`config.mk`:
```
export PLATFORM = sky130hd
export DESIGN_NAME = aes_pkcs7_padder
export DESIGN_NICKNAME = d
export VERILOG_FILES = /design/src/rtl/aes_pkcs7_padder.sv
export SDC_FILE = /design/constraint.sdc
export NUM_CORES = 1
export LEC_CHECK = 0
export ABC_CLOCK_PERIOD_IN_PS = 2950
export CAP_MARGIN = 20
export CORE_UTILIZATION = 35
export CTS_CLUSTER_SIZE = 30
export DETAILED_ROUTE_END_ITERATION = 12
export PLACE_DENSITY = 0.55
export SYNTH_ARGS = -nofsm -noshare
export SYNTH_HDL_FRONTEND = slang
export SYNTH_SLANG_ARGS = --single-unit
```
`constraint.sdc`:
```
create_clock -name clk_i -period 2.95 [get_ports clk_i]
set_clock_uncertainty 0.05 [all_clocks]
set_input_delay 0.59 -clock clk_i [delete_from_list [all_inputs] [get_ports clk_i]]
set_output_delay 0.59 -clock clk_i [all_outputs]
set_load 0.01 [all_outputs]
```
`src/rtl/aes_pkcs7_padder.sv`:
```
// PKCS#7 padder for the AES-CBC plaintext stream: completes the last partial word
// with the pad byte and appends whole pad words until the count is a multiple of 4.
module aes_pkcs7_padder #(
  parameter int LEN_W = 16
) (
  input  logic             clk_i,
  input  logic             rst_ni,
  input  logic             clear_i,
  input  logic             start_i,
  input  logic [LEN_W-1:0] len_bytes_i,
  input  logic [31:0]      in_data_i,
  input  logic             in_valid_i,
  output logic             in_ready_o,
  output logic [31:0]      out_data_o,
  output logic             out_valid_o,
  input  logic             out_ready_i,
  output logic             out_last_o,
  output logic             busy_o,
  output logic             done_o,
  output logic [4:0]       pad_o
);

  localparam int CW = LEN_W - 1;

  typedef enum logic [1:0] {
    ST_IDLE = 2'd0,
    ST_PASS = 2'd1,
    ST_PAD  = 2'd2
  } state_e;

  state_e          state_r;
  logic [LEN_W-1:0] len_r;
  logic [4:0]      pad_r;
  logic [CW-1:0]   n_in_r;
  logic [CW-1:0]   n_out_r;
  logic [CW-1:0]   in_cnt_r;
  logic [CW-1:0]   ld_cnt_r;
  logic [31:0]     out_data_r;
  logic            out_valid_r;
  logic            out_last_r;
  logic            busy_r;
  logic            done_r;

  logic [LEN_W:0]  len_ext_s;
  logic [LEN_W:0]  n_in_sum_s;
  logic [LEN_W:0]  n_out_sum_s;
  logic [4:0]      pad_calc_s;
  logic [CW-1:0]   n_in_calc_s;
  logic [CW-1:0]   n_out_calc_s;
  logic [CW-1:0]   one_s;
  logic            load_ok_s;
  logic            in_ready_s;
  logic            in_fire_s;
  logic            out_fire_s;
  logic            last_idx_s;
  logic            more_out_s;
  logic            last_in_s;
  logic [2:0]      kept_s;
  logic [7:0]      pad_byte_s;
  logic [31:0]     pad_word_s;
  logic [31:0]     masked_s;

  // Quantities derived from the requested length; sums carry one extra bit so max L cannot wrap
  always_comb begin
    len_ext_s    = {1'b0, len_bytes_i};
    pad_calc_s   = 5'd16 - {1'b0, len_bytes_i[3:0]};
    n_in_sum_s   = len_ext_s + {{(LEN_W-1){1'b0}}, 2'b11};
    n_out_sum_s  = len_ext_s + {{(LEN_W-4){1'b0}}, pad_calc_s};
    n_in_calc_s  = n_in_sum_s[LEN_W:2];
    n_out_calc_s = n_out_sum_s[LEN_W:2];
  end

  // Handshake qualifiers and counter comparisons
  always_comb begin
    one_s      = {{(CW-1){1'b0}}, 1'b1};
    load_ok_s  = ~out_valid_r | out_ready_i;
    in_ready_s = (state_r == ST_PASS) & load_ok_s;
    in_fire_s  = in_valid_i & in_ready_s;
    out_fire_s = out_valid_r & out_ready_i;
    last_idx_s = (ld_cnt_r == (n_out_r - one_s));
    more_out_s = (ld_cnt_r < n_out_r);
    last_in_s  = (in_cnt_r == (n_in_r - one_s));
    pad_byte_s = {3'b000, pad_r};
    pad_word_s = {4{pad_byte_s}};
  end

  // Only the final input word can be partial; lanes past L are overwritten by the pad byte
  always_comb begin
    masked_s = in_data_i;
    if (len_r[1:0] == 2'b00) begin
      kept_s = 3'd4;
    end else begin
      kept_s = {1'b0, len_r[1:0]};
    end
    for (int j = 0; j < 4; j++) begin
      if (last_in_s && (3'(j) >= kept_s)) begin
        masked_s[8*j +: 8] = pad_byte_s;
      end else begin
        masked_s[8*j +: 8] = in_data_i[8*j +: 8];
      end
    end
  end

  // Control FSM and the single output register stage
  always_ff @(posedge clk_i) begin
    if (!rst_ni || clear_i) begin
      state_r     <= ST_IDLE;
      len_r       <= {LEN_W{1'b0}};
      pad_r       <= 5'd0;
      n_in_r      <= {CW{1'b0}};
      n_out_r     <= {CW{1'b0}};
      in_cnt_r    <= {CW{1'b0}};
      ld_cnt_r    <= {CW{1'b0}};
      out_data_r  <= 32'd0;
      out_valid_r <= 1'b0;
      out_last_r  <= 1'b0;
      busy_r      <= 1'b0;
      done_r      <= 1'b0;
    end else begin
      done_r <= 1'b0;
      if (out_fire_s) begin
        out_valid_r <= 1'b0;
      end
      case (state_r)
        ST_IDLE: begin
          if (start_i) begin
            len_r    <= len_bytes_i;
            pad_r    <= pad_calc_s;
            n_in_r   <= n_in_calc_s;
            n_out_r  <= n_out_calc_s;
            in_cnt_r <= {CW{1'b0}};
            ld_cnt_r <= {CW{1'b0}};
            busy_r   <= 1'b1;
            state_r  <= (n_in_calc_s == {CW{1'b0}}) ? ST_PAD : ST_PASS;
          end
        end
        ST_PASS: begin
          if (in_fire_s) begin
            out_data_r  <= masked_s;
            out_valid_r <= 1'b1;
            out_last_r  <= last_idx_s;
            ld_cnt_r    <= ld_cnt_r + one_s;
            in_cnt_r    <= in_cnt_r + one_s;
            if (last_in_s) begin
              state_r <= ST_PAD;
            end
          end
        end
        ST_PAD: begin
          // With nothing left to load, PAD just drains the final word and closes the message
          if (more_out_s && load_ok_s) begin
            out_data_r  <= pad_word_s;
            out_valid_r <= 1'b1;
            out_last_r  <= last_idx_s;
            ld_cnt_r    <= ld_cnt_r + one_s;
          end
          if (out_fire_s && out_last_r) begin
            state_r <= ST_IDLE;
            busy_r  <= 1'b0;
            done_r  <= 1'b1;
          end
        end
        default: begin
          state_r <= ST_IDLE;
        end
      endcase
    end
  end

  assign in_ready_o  = in_ready_s;
  assign out_data_o  = out_data_r;
  assign out_valid_o = out_valid_r;
  assign out_last_o  = out_last_r;
  assign busy_o      = busy_r;
  assign done_o      = done_r;
  assign pad_o       = pad_r;

endmodule

```
==> results.ini, run 1 <==
[status]
status=finished clean

[logic_synthesis]
ys_top_cells_by_area=dfxtp_1 (31%), xnor2_1 (7.0%), ha_1 (6.0%)
postSynthAreaPerCell_um2=8.10
ys_seq_elements=104
synth_top_cell_by_area=dfxtp_1
synth-main-ff-cell=dfxtp_1
synth_top_area_share_pct=31.4
synth_area_um2=6630
syn_nets=905
yosysWarnings=0
yosysMostFrequentCell=dfxtp_1
synthCells=819
synth.distinct_cells=73
async_reset_ff_share_pct=0
yosys-top-cells-count=dfxtp_1 (104), nand2_1 (87), nor2_1 (82), xnor2_1 (53), xor2_1 (42)
synth_edf_count=0
ys_seq_area_share_pct=31.4

[pwr]
p_int_mw=2.55
clock_power_share_pct=32.5
vdd_drop_max_v=0.000268
swShare_pct=31.3
seq_power_share_pct=39.9
power.switching_mw=1.16
p_comb_share_pct=27.6
leakagePower_nw=3.54
power.density_cell_area_nw_per_um2=399

[detailed_routing]
firstDrtPassIters=5
vias=6421
avgViaCountPerCell=5.13
drtAntennaViolNets=0
wl_per_cell_um=15.4
wl_mm=19.3
route.detailed.drc=0
drt-initial-drc-count=397

[worst_setup_path]
r2r_start=n_in_r[1]$_SDFFE_PP0P_
crit_chain=inv_2 > ha_4 > nor4b_4 > buf_4 > xor2_1 > or4b_1 > a2111o_1 > or3_4 > o32ai_4 > nor3_2
max_stage_delay_ns=0.56
critical-path-slowest-cell=a2111o_1
crit_path_start_kind=register
worstRegToRegCells=10
cp-end-kind=register
r2r_slack_ns=0.06
required_ns=3.15
endpoint=out_data_o[25]$_SDFFE_PP0P_
crit_fanout=8
critical_path_class=register to register
setup.worst_path.start=n_in_r[1]$_SDFFE_PP0P_
r2r_end=out_data_o[25]$_SDFFE_PP0P_
arrival_ns=3.09

[worst_hold_path]
hp-class=register to register

[clock_network]
clk_latency_ns=0.36
cts.sinks=104
cts_tree=done
clkTransAtPathRegs_ns=0.08
cts-root-buf=clkbuf_16
cts_hold_buf=0
clock_path_buffers=2
htreeDepth=3
numCtsBuffers=9

[grt]
grt_pass1_vias=6153
grt_use_total_pct=20.5
grt_max_degree=59
grt_pass1_wl_mm=32.1
antenna_found_initial=0
overflow=0

[placed_design]
gp_congestion=0.840
placed_area_um2=8720
portBuffers=95
dp_hpwl_mm=14.6

[timing]
layout_worst_path_cycle_share_pct=98.1
slew_headroom_pct=71.0
rsz0062_at_grt=true
fmax_ghz=0.346
hold_ws_ns=0.398
worst_pin_slew_ns=0.434
setup_violations=0
fin_crit_ns=2.89
slew_violations=0
hold_viol_final=0

[die]
fp.dieH_um=140
design.die.area_um2=19500
fp-row-count=49
io_pins=96
dieWidth_um=140
floorplan.initialDensity_pct=36.3
core_um2=18300

[layout]
diodes=0
synthToLayoutAreaGrowth_pct=40.5
drive_gt1_share_pct=21.0
final_net_count=1104
final_cell_area_um2=9310

[run]
drv_cap=0

routing by layer:
layer	GRT usage, %	wire length, µm	share of wire [%]	up-vias
met2	33.6	8840	46	123
met1	27.7	9530	49	2976
li1	-	-	-	3306
met3	3.23	699	3.6	16
met5	0	0	0	-
met4	6.07	270	1.4	0
worst min-delay path by stage:
| stage | from | to | slack, ns | cells after the start |
|---|---|---|---|---|
| 2_1_floorplan | len_r[1]$_SDFFE_PP0P_ | len_r[1]$_SDFFE_PP0P_ | 0.39 | 2 |
| 3_3_place_gp | out_data_o[1]$_SDFFE_PP0P_ | out_data_o[1]$_SDFFE_PP0P_ | 0.38 | 2 |
| 3_5_place_dp | out_data_o[16]$_SDFFE_PP0P_ | out_data_o[16]$_SDFFE_PP0P_ | 0.39 | 2 |
| 4_1_cts | out_data_o[16]$_SDFFE_PP0P_ | out_data_o[16]$_SDFFE_PP0P_ | 0.40 | 2 |
| 5_1_grt | out_data_o[1]$_SDFFE_PP0P_ | out_data_o[1]$_SDFFE_PP0P_ | 0.42 | 2 |
| 6_report | out_data_o[0]$_SDFFE_PP0P_ | out_data_o[0]$_SDFFE_PP0P_ | 0.40 | 2 |
logic make-up (layout without fill, tap and decap cells):
logic type / after synthesis / in the layout / synth area share [%]
simple gates: 314 / 314 / 23.7
flops: 104 / 104 / 31.4
compound gates: 164 / 164 / 17.1
buf+inv: 85 / 289 / 5.40
mux: 25 / 25 / 3.81
fa+ha+maj: 32 / 32 / 6.04
xor+xnor: 95 / 95 / 12.5
stage by stage:
stage / worst slack, ns / power [mW] / cells / utilization (%) / TNS (ns)
final: 0.0572 / 3.72 / 1252 / 51.0 / 0
after global routing: -0.0476 / 3.93 / 1252 / 51.0 / -0.187
after CTS: 0.0000275 / 3.71 / 1249 / 50.1 / 0
after detailed placement: -0.630 / 2.48 / 1228 / 47.7 / -7.52
after global placement: -0.595 / 2.48 / 1228 / 47.7 / -7.25
after floorplan: 0.0137 / 2.05 / 819 / - / 0
layout make-up:
class	instances	area [µm²]
fillers	1769	8960
multi-input cells	630	4430
flip-flops and latches	104	2090
repair buffers	236	2080
well taps	229	287
clock buffers	10	239
inverters	37	139
clock inverters	6	52.6
power by group through the flow:
stage	clock, mW	sequential, mW	combinational, mW
after floorplan	0	1.51	0.538
after global routing	1.31	1.49	1.13
after CTS	1.24	1.48	0.994
after global placement	0	1.51	0.965
after detailed placement	0	1.51	0.964
final	1.21	1.48	1.02
worst max-delay path, delay by kind of cell (launching register included):
family / cells / cell delay, ns
fa+ha+maj: 1 / 0.15
simple gates: 4 / 1.11
xor+xnor: 1 / 0.13
compound gates: 2 / 0.80
buf+inv: 2 / 0.20
flops: 1 / 0.34
flip-flops by register name, summed over array words and instances, names as in the netlist:
register / cells
out_valid_o: 1
out_last_o: 1
n_in_r: 15
out_data_o: 32
len_r: 2
busy_o: 1
done_o: 1
n_out_r: 15
in_cnt_r: 15
ld_cnt_r: 15
pad_o: 4
state_r: 2
layout by cell type, fill, tap and decap left out, types with 26 or more instances in the layout:
master,count
clkdlybuf4s50_1,91
inv_1,34
dfxtp_1,101
xnor2_1,53
a21oi_1,32
buf_4,131
nand3_1,26
ha_1,29
nand2_1,87
xor2_1,42
nor2_1,79
repair_timing:
action | CTS | global route
resized for setup | 30 | 38
endpoints found under the setup margin | 33 | 40
setup buffers | 5 | 3
hold endpoints to repair | 0 | 0
pin swaps | 16 | 18
(Power assumes the default switching activity.)
==> run 2, diff against run 1 <==
--- a/config.mk
+++ b/config.mk
@@ -8,8 +8,10 @@
 export ABC_CLOCK_PERIOD_IN_PS = 2950
 export CAP_MARGIN = 20
 export CORE_UTILIZATION = 35
+export CTS_BUF_LIST = sky130_fd_sc_hd__clkbuf_2
 export CTS_CLUSTER_SIZE = 30
 export DETAILED_ROUTE_END_ITERATION = 12
+export HOLD_SLACK_MARGIN = 0.03
 export PLACE_DENSITY = 0.55
 export SYNTH_ARGS = -nofsm -noshare
 export SYNTH_HDL_FRONTEND = slang
==> results.ini, run 2 (synthesis results as in run 1) <==
[pwr]
vdd_drop_max_v=0.000157  ; -41%
power.density_cell_area_nw_per_um2=352  ; -12%
leakagePower_nw=3.41  ; -3.6%

[detailed_routing]
wl_per_cell_um=15.4  ; -0.62%
firstDrtPassIters=5  ; unchanged
drt-initial-drc-count=394  ; -0.76%
route.detailed.drc=0  ; unchanged
wl_met2_mm=8.61  ; -2.6%
highest-signal-layer=met4
wl_mm=19.2  ; -0.94%
vias=6441  ; +0.31%
wl_met3_um=825  ; +18%
avgViaCountPerCell=5.16  ; +0.63%
wl_met1_mm=9.42  ; -1.1%
drtAntennaViolNets=0  ; unchanged

[die]
fp.dieH_um=140  ; unchanged
design.die.area_um2=19500  ; unchanged
io_pins=96  ; unchanged
dieWidth_um=140  ; unchanged
fp-row-count=49  ; unchanged
floorplan.initialDensity_pct=36.3  ; unchanged
core_um2=18300  ; unchanged

[worst_setup_path]
critical_path_class=register to register
crit_path_start_kind=register
r2r_end=out_data_o[19]$_SDFFE_PP0P_
cp-end-kind=register
setup.worst_path.start=n_in_r[3]$_SDFFE_PP0P_
crit_fanout=6  ; -2
r2r_start=n_in_r[3]$_SDFFE_PP0P_
crit_chain=nor4b_4 > buf_4 > xor2_1 > or4b_1 > a2111o_1 > buf_6 > o31ai_4 > buf_12 > mux2i_1 > o21ai_1
endpoint=out_data_o[19]$_SDFFE_PP0P_
required_ns=3.49  ; +0.34 ns
arrival_ns=3.47  ; +0.38 ns
max_stage_delay_ns=0.63  ; +0.07 ns
worstRegToRegCells=10  ; unchanged
critical-path-slowest-cell=dfxtp_1
r2r_slack_ns=0.02  ; -0.04 ns

[layout]
drive_gt1_share_pct=19.8  ; -1.2 points
largest_reg_flops=32  ; unchanged
multi_input_area_um2=4360  ; -1.5%
final_common_cell=buf_4
fin_util_pct=49.3  ; -1.7 points
final_net_count=1099  ; -0.45%
final_cell_mix=buf_4 (129), dfxtp_1 (101), clkdlybuf4s50_1 (95)
layout.cells.non_filler=1248  ; -0.32%
layout.area.seq_um2=2090  ; unchanged
synthToLayoutAreaGrowth_pct=35.9
final_cell_area_um2=9010  ; -3.2%
fillCellCount=1797  ; +1.6%

[timing]
setup_violations=0  ; unchanged
layout_worst_path_cycle_share_pct=99.3  ; +1.2 points
slew_violations=0  ; unchanged
setup_ws_ns=0.0216  ; -0.0356 ns
rsz0062_at_grt=true
fin_crit_ns=2.93  ; +0.0356 ns
hold_ws_ns=0.414  ; +0.0151 ns
hold_viol_final=0  ; unchanged
fmax_ghz=0.341  ; -1.2%
slew_headroom_pct=71.5  ; +0.49 points
worst_pin_slew_ns=0.424  ; -0.0103 ns

[status]
status=finished clean

[placed_design]
placed_area_um2=8720  ; unchanged
gp_congestion=0.840  ; unchanged
place_inst=1228  ; unchanged
portBuffers=95  ; unchanged
place_ws_ns=-0.630  ; unchanged
dp_hpwl_mm=14.6  ; unchanged

[grt]
grt_pass1_vias=6062  ; -1.5%
grt_pass1_wl_mm=31.5  ; -1.8%
grt_max_degree=59  ; unchanged
grt_use_total_pct=20.1  ; -0.42 points
antenna_found_initial=1  ; +1
overflow=0  ; unchanged

[clock_network]
clock_path_buffers=2  ; unchanged
clk_latency_ns=0.67  ; +0.31 ns
cts-root-buf=clkbuf_2
cts_tree=done
cts.sinks=104  ; unchanged
htreeDepth=3  ; unchanged
numCtsBuffers=9  ; unchanged
clkTransAtPathRegs_ns=0.33  ; +0.25 ns

[run]
drv_cap=0  ; unchanged

[worst_hold_path]
hp-class=register to register

## run 2: power by group
part           internal (mW)  switching (mW)  leakage (nW)
Sequential              1.45          0.0404         0.843
Combinational          0.494           0.512          2.50
Clock                  0.124           0.551        0.0634
## run 2: stage by stage
| step | TNS [ns] | power, mW |
|---|---|---|
| 2_1_floorplan | 0 | 2.05 |
| 3_3_place_gp | -7.25 | 2.48 |
| 3_5_place_dp | -7.52 | 2.48 |
| 4_1_cts | -0.0284 | 3.16 |
| 5_1_grt | -0.481 | 3.37 |
| 6_report | 0 | 3.17 |
## run 2: how the worst min path moves through the flow
stage,end,cells past startpoint,slack [ns],from
finish,out_data_o[18]$_SDFFE_PP0P_,2,0.41,out_data_o[18]$_SDFFE_PP0P_
global route,out_data_o[28]$_SDFFE_PP0P_,3,0.42,in_data_i[28]
CTS,out_data_o[25]$_SDFFE_PP0P_,3,0.41,in_data_i[25]
detailed placement,out_data_o[16]$_SDFFE_PP0P_,2,0.39,out_data_o[16]$_SDFFE_PP0P_
global placement,out_data_o[1]$_SDFFE_PP0P_,2,0.38,out_data_o[1]$_SDFFE_PP0P_
floorplan,len_r[1]$_SDFFE_PP0P_,2,0.39,len_r[1]$_SDFFE_PP0P_
## run 2: layout make-up
class | count | area share, %
Multi-Input combinational cell | 630 | 48.4
Sequential cell | 104 | 23.1
Timing Repair Buffer | 231 | 22.6
Tap cell | 229 | 3.18
Inverter | 37 | 1.54
Clock inverter | 7 | 0.625
Clock buffer | 9 | 0.500
Antenna cell | 1 | 0.0278
## run 2: worst max-delay path: cells and delay by family (launching register included)
kind | cells | cell delay, ns
AO/OA/AOI/OAI | 3 | 0.83
flip-flops | 1 | 0.63
AND/OR/NAND/NOR | 2 | 0.53
buffers and inverters | 3 | 0.48
multiplexers | 1 | 0.18
XOR/XNOR | 1 | 0.13
## run 2: routing by layer
layer / up-vias / track usage, %
met2: 137 / 32.7
met3: 25 / 3.03
met5: - / 0
met1: 2983 / 27.3
li1: 3296 / -
met4: 0 / 6.07
## run 2: timing repair
action / CTS / global route
gates resized for setup: 11 / 30
setup endpoints to repair: 20 / 41
pin swaps: 6 / 9
hold buffers: 0 / 0
endpoints found under the hold margin: 0 / 0
setup buffers: 1 / 2
